`src/rtl/ahb_arbiter.sv`:
```
// ahb_arbiter: central AHB arbiter for up to 16 masters.
// Grants the bus round-robin and honours locked sequences. A granted
// fixed-length burst is never broken. A master that gets a SPLIT response
// is masked until its hsplit bit is set.
// Ports:
//   hclk, hresetn            bus clock, synchronous active-low reset
//   hbusreq, hlock           per-master request / locked-access request
//   hready, htrans, hburst   current transfer state (drives beat counter)
//   hresp, hsplit            slave response and split-resume vector
//   hgrant, hmaster          registered one-hot grant and address-phase owner
//   hmastlock                registered locked-address-phase flag
module ahb_arbiter #(
    parameter int NUM_MASTERS    = 4,
    parameter int DEFAULT_MASTER = 0
) (
    input  logic                   hclk,
    input  logic                   hresetn,
    input  logic [NUM_MASTERS-1:0] hbusreq,
    input  logic [NUM_MASTERS-1:0] hlock,
    input  logic                   hready,
    input  logic [1:0]             htrans,
    input  logic [2:0]             hburst,
    input  logic [1:0]             hresp,
    input  logic [15:0]            hsplit,
    output logic [NUM_MASTERS-1:0] hgrant,
    output logic [3:0]             hmaster,
    output logic                   hmastlock
);

    localparam logic [3:0] DEF_IDX = 4'(DEFAULT_MASTER);

    function automatic logic [NUM_MASTERS-1:0] onehot(input logic [3:0] idx);
        logic [NUM_MASTERS-1:0] v;
        v = '0;
        for (int i = 0; i < NUM_MASTERS; i++)
            if (idx == 4'(i)) v[i] = 1'b1;
        return v;
    endfunction

    logic [3:0]             grant_idx, grant_nxt;
    logic [3:0]             cnt, cnt_nxt, burst_load;
    logic [3:0]             data_master;
    logic [NUM_MASTERS-1:0] split_mask, split_mask_nxt, split_set, eligible;
    logic                   owner_req, owner_lock, owner_masked;
    logic                   arb_edge, lock_hold, found;
    logic [4:0]             cand;
    logic                   unused_hsplit;

    assign unused_hsplit = ^hsplit;

    // Beat counter: remaining beats of the burst in progress.
    always_comb begin
        case (hburst)
            3'd0, 3'd1: burst_load = 4'd0;
            3'd2, 3'd3: burst_load = 4'd3;
            3'd4, 3'd5: burst_load = 4'd7;
            default:    burst_load = 4'd15;
        endcase
        cnt_nxt = cnt;
        if (hready) begin
            // Second cycle of RETRY/SPLIT ends the burst early.
            if (hresp[1])
                cnt_nxt = 4'd0;
            else if (htrans == 2'b10)
                cnt_nxt = burst_load;
            else if (htrans == 2'b11 && cnt != 4'd0)
                cnt_nxt = cnt - 4'd1;
        end
    end

    // Set (second SPLIT cycle) takes priority over a same-cycle hsplit clear.
    always_comb begin
        split_set = '0;
        if (hready && hresp == 2'b11)
            split_set = onehot(data_master);
        split_mask_nxt = (split_mask & ~hsplit[NUM_MASTERS-1:0]) | split_set;
    end

    always_comb begin
        owner_req    = 1'b0;
        owner_lock   = 1'b0;
        owner_masked = 1'b0;
        for (int i = 0; i < NUM_MASTERS; i++) begin
            if (grant_idx == 4'(i)) begin
                owner_req    = hbusreq[i];
                owner_lock   = hlock[i];
                owner_masked = split_mask[i];
            end
        end
    end

    assign arb_edge  = hready && (cnt_nxt == 4'd0);
    assign lock_hold = owner_req && owner_lock && !owner_masked;
    assign eligible  = hbusreq & ~split_mask;

    // Round-robin scan starting after the current owner; the owner itself
    // is visited last (k == NUM_MASTERS wraps back to grant_idx).
    always_comb begin
        grant_nxt = grant_idx;
        found     = 1'b0;
        cand      = '0;
        if (arb_edge && !lock_hold) begin
            for (int k = 1; k <= NUM_MASTERS; k++) begin
                cand = 5'(grant_idx) + 5'(k);
                if (cand >= 5'(NUM_MASTERS))
                    cand = cand - 5'(NUM_MASTERS);
                for (int i = 0; i < NUM_MASTERS; i++) begin
                    if (!found && cand == 5'(i) && eligible[i]) begin
                        grant_nxt = 4'(i);
                        found     = 1'b1;
                    end
                end
            end
            if (!found)
                grant_nxt = DEF_IDX;
        end
    end

    always_ff @(posedge hclk) begin
        if (!hresetn) begin
            grant_idx   <= DEF_IDX;
            hgrant      <= onehot(DEF_IDX);
            hmaster     <= DEF_IDX;
            hmastlock   <= 1'b0;
            cnt         <= 4'd0;
            split_mask  <= '0;
            data_master <= DEF_IDX;
        end else begin
            split_mask <= split_mask_nxt;
            if (hready) begin
                cnt         <= cnt_nxt;
                grant_idx   <= grant_nxt;
                hgrant      <= onehot(grant_nxt);
                hmaster     <= grant_idx;
                hmastlock   <= owner_lock & owner_req;
                data_master <= hmaster;
            end
        end
    end

    always_ff @(posedge hclk) begin
        if (hresetn)
            assert (int'(grant_idx) < NUM_MASTERS);
    end

endmodule

```
`config.mk`:
```
export PLATFORM = sky130hd
export DESIGN_NAME = ahb_arbiter
export DESIGN_NICKNAME = d
export VERILOG_FILES = /design/src/rtl/ahb_arbiter.sv
export SDC_FILE = /design/constraint.sdc
export NUM_CORES = 1
export LEC_CHECK = 0
export CAP_MARGIN = 10
export CORE_AREA = 3 3 78 116
export CTS_BUF_LIST = sky130_fd_sc_hd__clkbuf_16
export CTS_CLUSTER_SIZE = 28
export DETAILED_ROUTE_END_ITERATION = 7
export DIE_AREA = 0 0 81 119
export PLACE_DENSITY = 0.45
export REMOVE_ABC_BUFFERS = 1
export SYNTH_ARGS = -nofsm -noshare
export SYNTH_HDL_FRONTEND = slang
export SYNTH_SLANG_ARGS = --single-unit
```
`constraint.sdc`:
```
create_clock -name hclk -period 4.1 [get_ports hclk]
set_input_delay 1.025 -clock hclk [delete_from_list [all_inputs] [get_ports hclk]]
set_output_delay 1.025 -clock hclk [all_outputs]
set_load 0.01 [all_outputs]
```
==> results of run 1 <==
path summary, 6_finish.rpt:
| path | from | to | slack (ps) |
|---|---|---|---|
| setup / recovery | htrans[1] | hgrant[1] | 650 |
| hold / removal | hgrant[2] | hgrant[2] | 490 |
| setup reg to reg | grant_idx[2] | hgrant[1] | 840 |
| hold reg to reg | hgrant[2] | hgrant[2] | 490 |
power by group:
group          internal, mW  total, mW  switching [mW]
Sequential            0.266      0.288          0.0220
Clock                 0.132      0.221          0.0883
Combinational         0.225      0.502           0.278
Total                 0.623       1.01           0.388
routing by layer:
layer | wire (microns) | part of all wire [%] | vias up
met4 | 101 | 1.8 | 0
met5 | 0 | 0 | -
met3 | 149 | 2.7 | 8
met2 | 2860 | 52 | 36
li1 | - | - | 979
met1 | 2370 | 43 | 901
synthesized netlist by cell type (3+ instances only):
library cell | count | share of area [%]
dfxtp_1 | 25 | 24
nor2b_1 | 18 | 5.4
inv_1 | 15 | 2.7
nand2_1 | 13 | 2.3
nor2_1 | 10 | 1.8
and2_1 | 9 | 2.7
ha_1 | 9 | 5.4
mux2i_1 | 9 | 4.3
nor3_1 | 9 | 2.2
o21ai_0 | 8 | 1.9
a21oi_1 | 6 | 1.4
buf_6 | 6 | 3.2
a32oi_1 | 4 | 1.7
o21ai_1 | 4 | 0.96
or3_1 | 4 | 1.2
a211o_1 | 3 | 1.3
a21boi_0 | 3 | 1.1
a22oi_1 | 3 | 1.1
and3b_1 | 3 | 1.3
and4_1 | 3 | 1.3
clkbuf_1 | 3 | 0.54
nand2b_1 | 3 | 0.90
nand3_1 | 3 | 0.72
nand4_1 | 3 | 0.90
nor3b_1 | 3 | 1.1
nor4b_1 | 3 | 1.3
o2111ai_1 | 3 | 1.3
o31ai_1 | 3 | 1.1
layout make-up:
cell class,count,area share (%)
multi-input cells,191,56.2
repair buffers,35,13.2
clock inverters,1,0.296
well taps,105,5.19
flip-flops and latches,25,19.8
clock buffers,3,2.96
inverters,16,2.37
registers in the layout (all words and copies together) (netlist names):
name,count
cnt,4
data_master,4
grant_idx,4
hgrant,4
hmaster,4
hmastlock,1
split_mask,4
through the flow:
step,setup slack [ps],total power [mW],cell area [sq um]
CTS,658,1.03,2530
global placement,392,0.800,2450
finish,654,1.01,2530
detailed placement,404,0.799,2450
global route,518,1.09,2530
floorplan,576,0.628,1980
cells in the final DEF (no fill, tap or decap), types with 6 or more instances in the layout:
cell type	n
buf_4	6
inv_1	15
nor2_1	10
o21ai_0	8
a21oi_1	6
nor3_1	9
nor2b_1	18
clkdlybuf4s50_1	29
mux2i_1	9
nand2_1	13
and2_1	9
dfxtp_1	25
ha_1	9
cells by family after synthesis:
kind of cell | count (synthesis) | synth area share [%]
mux | 11 | 6.10
flops | 25 | 23.9
buf+inv | 30 | 8.01
compound gates | 68 | 25.9
fa+ha+maj | 9 | 5.38
simple gates | 100 | 29.4
xor+xnor | 3 | 1.26
==> impl_metrics.csv, run 1 <==
group,metric,value,unit
run_status,status,"finished clean",
placed_design,dp_cells,372,
synthesis,synth_seq_area_share,23.9,%
cts,h-tree-depth,1,
synthesis,ys_ff_latch,25,
min_path,min_path_type,"register to register",
run,drv_cap,0,
layout,area_delta_synth_final,21.1,%
cts,clk_latency,260,ps
layout,diodes,0,
synthesis,syn_area_per_cell,8.50,sq um
sta,fin_skew,3.23,ps
global_route,antenna_found_initial,0,
global_route,grt_pass1_wl,9000,microns
synthesis,syn_inst,246,
critical_path,path_class,"input port to register",
die,die_w,81,microns
routing,drc,0,
sta,fmax,290,MHz
routing,wl,5480,microns
cts,cts_resized,0,
critical_path,cp_max_fo,10,
critical_path,path_delay_family,"simple AND/OR/NAND/NOR gates",
placed_design,gp_congestion,0.816,
sta,maxSlewHeadroom,50.3,%
die,rows,40,
cts,cts_tree,"done",
layout,n_fill_cell,896,
sta,min_period,3450,ps
sta,maxSlewViolCount,0,
die,dieArea,9640,sq um
layout,multi_input_area,1420,sq um
critical_path,cp.depth,9,
power,leakagePower,0.922,nW
critical_path,critPathBufInv,1,
power,irDropWorstVdd,0.000241,V
layout,final_util,31.3,%
die,ios,43,
synthesis,synth_cell_types,72,
sta,rsz0062_at_grt,"no",
cts,cts_made_buffers,3,
synthesis,synth_edf_count,0,
routing,ant_nets,0,
critical_path,end_kind,"register",
layout,fin_nets,315,
sta,whs,487,ps
synthesis,syn-cell-area,2090,sq um
cts,clk_pin_slew,60,ps
global_route,gr-usage-met1,14.0,%
critical_path,cp.required,4300,ps
cts,clock_sinks,25,
sta,finalHoldViolCount,0,
sta,fin_tns_setup,0,ps
cts,cts_root_buf,"clkbuf_16",
sta,tightest_slew,743,ps
routing,drtPass1Iterations,4,
layout,seqCellArea,500,sq um
cts,postCtsSetupBuffers,0,
cts,ctsHoldBuffers,0,
routing,via_per_inst,5.12,
cts,clockBufferDepth,2,
min_path,worstHoldPathCells,1,
layout,instances_no_fill,376,
die,die_h,119,microns
die,floorplan.initialDensity,25.8,%
synthesis,ys.flop_type,"dfxtp_1",
synthesis,async_flop_share,0,%
global_route,overflow,0,
die,coreArea,8110,sq um
global_route,grt_pass1_vias,1853,
critical_path,start_kind,"input port",
synthesis,yosysWarnings,0,
critical_path,slowest_delay,650,ps
placed_design,hpwlAfterDp,4310,microns
global_route,use_met3,1.21,%
global_route,busiest_layer,"met2",
global_route,grt_max_degree,28,
global_route,gr-usage-met2,21.0,%
critical_path,worstPathArrival,3650,ps
routing,drt-initial-drc-count,121,
routing,avgRoutedWirePerCell,14.6,microns
power,power_density,399,nW/um^2
placed_design,portBuffers,29,
layout,drive_gt1_share,8.12,%
global_route,track_usage,11.7,%
sta,finalSetupViolCount,0,
critical_path,path_cells,"clkdlybuf4s50_1, or3b_4, o21ai_4, o311ai_2, or3_1, o211ai_2, a21oi_2, o32ai_1, and2_1",
critical_path,r2r_cells,13,
sta,fin_crit_sh,84.1,%
routing,vias,1924,
critical_path,cp_slowest_cell,"clkdlybuf4s50_1",
(Power assumes the default switching activity.)
==> run 2, diff against run 1 <==
--- a/config.mk
+++ b/config.mk
@@ -11,7 +11,7 @@
 export CTS_CLUSTER_SIZE = 28
 export DETAILED_ROUTE_END_ITERATION = 7
 export DIE_AREA = 0 0 81 119
-export PLACE_DENSITY = 0.45
+export PLACE_DENSITY = 0.47
 export REMOVE_ABC_BUFFERS = 1
 export SYNTH_ARGS = -nofsm -noshare
 export SYNTH_HDL_FRONTEND = slang
==> constraint.sdc (replaced) <==
create_clock -name hclk -period 3.14 [get_ports hclk]
set_input_delay 0.785 -clock hclk [delete_from_list [all_inputs] [get_ports hclk]]
set_output_delay 0.785 -clock hclk [all_outputs]
set_load 0.01 [all_outputs]
==> run 2 against run 1 <==
Net effect: first-iteration DRC count decreased by 48%; utilization rose by 5.5 points; clock skew rose by 3.9 ps; combinational power increased by 72%; sequential share of layout area is 2.7 points lower; worst setup slack got worse by 510 ps; clock power rose by 33%; global-route usage is 0.91 points higher; sequential power up 33%; wire length increased by 8.8%; hold slack got worse by 8.0 ps; critical endpoint unchanged; largest power group unchanged.
==> impl_metrics.csv, run 2 (synthesized netlist as in run 1, its figures left out) <==
group,metric,value,unit
run_status,status,"finished clean",
min_path,min_path_type,"register to register",
global_route,grt_max_degree,23,
global_route,grt_pass1_wl,9700,microns
layout,final_util,36.8,%
layout,instances_no_fill,417,
cts,ctsHoldBuffers,0,
sta,tightest_slew,455,ps
sta,finalHoldViolCount,0,
placed_design,gp_congestion,0.808,
layout,area_delta_synth_final,42.5,%
power,p_comb_share,56.0,%
layout,multi_input_area,1550,sq um
routing,drt-initial-drc-count,63,
die,die_h,119,microns
critical_path,end_kind,"register",
cts,cts_root_buf,"clkbuf_16",
routing,wl,5960,microns
critical_path,worstPathArrival,3210,ps
run,drv_cap,0,
layout,drive_gt1_share,26.9,%
power,clkPwrFrac,19.1,%
layout,seqCellArea,509,sq um
sta,fin_skew,7.09,ps
cts,clock_sinks,25,
routing,drc,0,
min_path,holdCritStartpoint,"hgrant[2]",
cts,clockBufferDepth,2,
cts,clk_latency,260,ps
layout,n_fill_cell,879,
layout,stdcell_area,2980,sq um
die,ios,43,
power,p_switching,0.587,mW
cts,clk_pin_slew,60,ps
layout,final_cell_mix,"46 x buf_4, 29 x clkdlybuf4s50_1, 22 x dfxtp_1, 18 x nor2b_1, 15 x inv_1",
sta,fmax,333,MHz
die,die_w,81,microns
power,p_sw_share,38.1,%
layout,fin_nets,356,
critical_path,cp_max_fo,6,
placed_design,portBuffers,29,
placed_design,dp_cells,412,
critical_path,path_class,"register to register",
critical_path,start_kind,"register",
routing,avgRoutedWirePerCell,14.3,microns
routing,vias,2072,
layout,final_common_cell,"buf_4",
sta,min_period,3000,ps
power,total_power,1.54,mW
sta,maxSlewViolCount,0,
power,internal_power,0.956,mW
cts,cts_made_buffers,3,
placed_design,hpwlAfterDp,4700,microns
critical_path,crit_start,"grant_idx[1]",
sta,maxSlewHeadroom,69.3,%
routing,via_per_inst,4.97,
power,power_frac_seq,24.9,%
global_route,track_usage,12.6,%
cts,h-tree-depth,1,
sta,fin_tns_setup,0,ps
layout,diodes,0,
global_route,grt_pass1_vias,2022,
power,power_density,518,nW/um^2
cts,cts_tree,"done",
die,dieArea,9640,sq um
min_path,worstHoldPathCells,1,
die,coreArea,8110,sq um
power,irDropWorstVdd,0.000208,V
critical_path,cp.required,3350,ps
global_route,antenna_found_initial,0,
placed_design,dpl_cell_area,2750,sq um
sta,finalSetupViolCount,0,
critical_path,r2r-start,"grant_idx[1]",
die,floorplan.initialDensity,25.8,%
sta,fin_crit_sh,95.5,%
power,leakagePower,1.15,nW
routing,ant_nets,0,
die,rows,40,
routing,drtPass1Iterations,4,
global_route,overflow,0,
critical_path,r2r_cells,13,
[run 2: power by group through the flow]
stage | registers, mW | logic (mW) | clock network (mW)
global placement | 0.386 | 0.773 | 0
global route | 0.390 | 0.953 | 0.310
detailed placement | 0.386 | 0.772 | 0
finish | 0.384 | 0.865 | 0.295
CTS | 0.379 | 0.800 | 0.302
floorplan | 0.420 | 0.400 | 0
[run 2: cell type report]
type                       instances  share of cell area (%)
sequential                        25                    17.1
inverter                          16                    2.02
tap                              105                    4.41
multi-input combinational        191                    52.0
clock buffer                       3                    2.52
clock inverter                     1                   0.294
timing repair buffer              76                    21.7
[run 2: final timing paths]
path	end	slack (ps)
max reg2reg	hgrant[1]	140
min reg2reg	hgrant[2]	480
min	hgrant[2]	480
max	hgrant[1]	140
[run 2: stage by stage]
step           setup slack [ps]  hold WS [ps]
2_1_floorplan              -384           483
3_3_place_gp               -157           469
3_5_place_dp               -166           469
4_1_cts                   -4.62           489
5_1_grt                   -12.3           512
6_report                    140           479
[run 2: timing repair]
item / CTS / global route
gates resized for setup: 4 / 29
pin swaps: 0 / 8
buffers inserted: 0 / 1
setup endpoints to repair: 1 / 5
[run 2: layer usage]
metal | share of wire (%) | global-route usage (%)
met1 | 42 | 14.9
met2 | 54 | 22.8
met3 | 1.7 | 0.756
met4 | 2.7 | 5.29
met5 | 0 | 0
[run 2: worst max-delay path: stages (launching register included)]
cell and delay [ps]:
dfxtp_4 370, buf_4 160, and3b_1 190, or2_2 290, ha_2 290, nor2_2 130, o21ai_2 100, and2_1 180
a221o_1 340, a32oi_2 300, nor3_2 80, buf_4 150, o32ai_2 220, and2_1 140
==> run 3, diff against run 2 <==
--- a/config.mk
+++ b/config.mk
@@ -6,12 +6,14 @@
 export NUM_CORES = 1
 export LEC_CHECK = 0
 export CAP_MARGIN = 10
+export CELL_PAD_IN_SITES_DETAIL_PLACEMENT = 1
+export CELL_PAD_IN_SITES_GLOBAL_PLACEMENT = 1
 export CORE_AREA = 3 3 78 116
 export CTS_BUF_LIST = sky130_fd_sc_hd__clkbuf_16
 export CTS_CLUSTER_SIZE = 28
 export DETAILED_ROUTE_END_ITERATION = 7
 export DIE_AREA = 0 0 81 119
-export PLACE_DENSITY = 0.47
+export PLACE_DENSITY = 0.59
 export REMOVE_ABC_BUFFERS = 1
 export SYNTH_ARGS = -nofsm -noshare
 export SYNTH_HDL_FRONTEND = slang
==> run 3 against run 2 <==
Net effect: via count increased by 4.4%; worst setup slack worse by 24 ps; clock power down 3%; final area is 1.3% higher; fmax down 0.79%; critical path depth fell by 4; sequential power barely moved; cell count is 1.4% higher; die area stayed put; register-to-register slack barely moved; count of clock-buffer cells in the layout is the same; critical endpoint unchanged; highest routed layer unchanged.
==> impl_metrics.csv, run 3 (synthesized netlist as in run 1, its figures left out) <==
group,metric,value,unit
run_status,status,"finished clean",
layout,seqCellArea,509,sq um
layout,fin_nets,362,
layout,multi_input_area,1550,sq um
routing,vias,2164,
critical_path,cp_slowest_cell,"clkdlybuf4s50_1",
sta,finalHoldViolCount,0,
global_route,use_met3,0.983,%
routing,ant_nets,0,
die,coreArea,8110,sq um
cts,cts_root_buf,"clkbuf_16",
layout,stdcell_area,3020,sq um
critical_path,cp.required,3340,ps
global_route,gr-usage-met1,16.4,%
critical_path,path_class,"input port to register",
die,die_h,119,microns
layout,final_common_cell,"buf_4",
critical_path,worstPathArrival,3230,ps
power,leakagePower,1.19,nW
global_route,gr-usage-met2,24.5,%
placed_design,dp_slack,-216,ps
sta,worst_slack,116,ps
cts,cts_made_buffers,3,
routing,wl,6380,microns
critical_path,r2r-start,"grant_idx[2]",
critical_path,crit_start,"htrans[1]",
routing,drc,0,
run,drv_cap,0,
global_route,track_usage,13.5,%
sta,finalSetupViolCount,0,
sta,fin_crit_sh,96.3,%
global_route,overflow,0,
cts,cts_tree,"done",
layout,n_fill_cell,986,
die,floorplan.initialDensity,25.8,%
global_route,grt_pass1_vias,2173,
layout,diodes,0,
placed_design,dpl_cell_area,2780,sq um
die,rows,40,
power,power_density,524,nW/um^2
global_route,grt_max_degree,26,
routing,drt-initial-drc-count,56,
critical_path,start_kind,"input port",
layout,final_cell_mix,"53 x buf_4, 29 x clkdlybuf4s50_1, 22 x dfxtp_1, 18 x nor2b_1, 15 x inv_1",
sta,fmax,331,MHz
layout,drive_gt1_share,28.3,%
critical_path,slowest_delay,570,ps
sta,tightest_slew,428,ps
die,ios,43,
sta,min_period,3020,ps
placed_design,gp_congestion,0.816,
critical_path,crit_top_cell,"o311ai_2",
sta,maxSlewViolCount,0,
cts,clk_pin_slew,60,ps
routing,via_per_inst,5.12,
power,irDropWorstVdd,0.000219,V
power,total_power,1.58,mW
critical_path,cp_max_fo,6,
cts,ctsHoldBuffers,0,
cts,clockBufferDepth,2,
critical_path,path_delay_family,"simple AND/OR/NAND/NOR gates",
sta,maxSlewHeadroom,71.2,%
die,die_w,81,microns
placed_design,hpwlAfterDp,5060,microns
critical_path,path_cells,"clkdlybuf4s50_1, or3b_4, o311ai_2, o311ai_2, or3_4, nor2_1, a21oi_4, o32ai_2, and2_1",
cts,h-tree-depth,1,
die,dieArea,9640,sq um
sta,rsz0062_at_grt,"yes",
critical_path,end_kind,"register",
placed_design,portBuffers,29,
layout,area_delta_synth_final,44.3,%
min_path,min_path_type,"register to register",
routing,drtPass1Iterations,4,
critical_path,critPathBufInv,1,
min_path,holdCritStartpoint,"hgrant[3]",
sta,fin_skew,7.90,ps
routing,avgRoutedWirePerCell,15.1,microns
global_route,antenna_found_initial,0,
global_route,grt_pass1_wl,10500,microns
global_route,busiest_layer,"met2",
cts,clock_sinks,25,
cts,clk_latency,260,ps
-- run 3: cell count changes in the layout (fill, tap and decap cells not counted), sizes merged --
cell	delta
buf	+6
clkinvlp	+1
inv	-1
-- run 3: area by class of cell --
cell class | instances | area share, %
Timing Repair Buffer | 82 | 22.8
Multi-Input combinational cell | 191 | 51.2
Clock buffer | 3 | 2.49
Tap cell | 105 | 4.35
Sequential cell | 25 | 16.9
Clock inverter | 1 | 0.249
Inverter | 16 | 1.99
-- run 3: metrics by stage --
stage	instances	hold slack [ps]	setup TNS, ps	util (%)
after floorplan	232	483	-1720	-
after global placement	416	476	-669	34.3
after detailed placement	416	476	-764	34.3
after CTS	420	496	0	35.7
after global routing	423	515	-24.7	37.2
final	423	491	0	37.2
-- run 3: path summary, 6_finish.rpt --
check	end	slack [ps]	cells past startpoint
setup / recovery	hgrant[1]	120	9
hold reg to reg	hgrant[3]	490	1
hold / removal	hgrant[3]	490	1
setup reg to reg	hgrant[2]	150	15
-- run 3: what timing repair did --
action / 4_1_cts / 5_1_grt
buffers inserted: 0 / 3
pin swaps: 1 / 7
endpoints found under the setup margin: 4 / 4
resized for setup: 7 / 23
-- run 3: metal layers --
layer	vias to the layer above	wire [microns]
met5	-	0
met3	13	130
met1	1054	2620
met4	0	150
li1	1065	-
met2	32	3490
-- run 3: worst register-to-register path, delay by kind of cell (launching register included) --
family          cells  cell delay (ps)
compound gates      8             1520
xor+xnor            1              150
buf+inv             3              360
simple gates        1              140
flops               1              360
fa+ha+maj           2              350
-- run 3: power by group --
part,internal [mW],switching [mW]
Combinational,0.464,0.449
Clock,0.173,0.114
Sequential,0.350,0.0324
Total,0.987,0.595
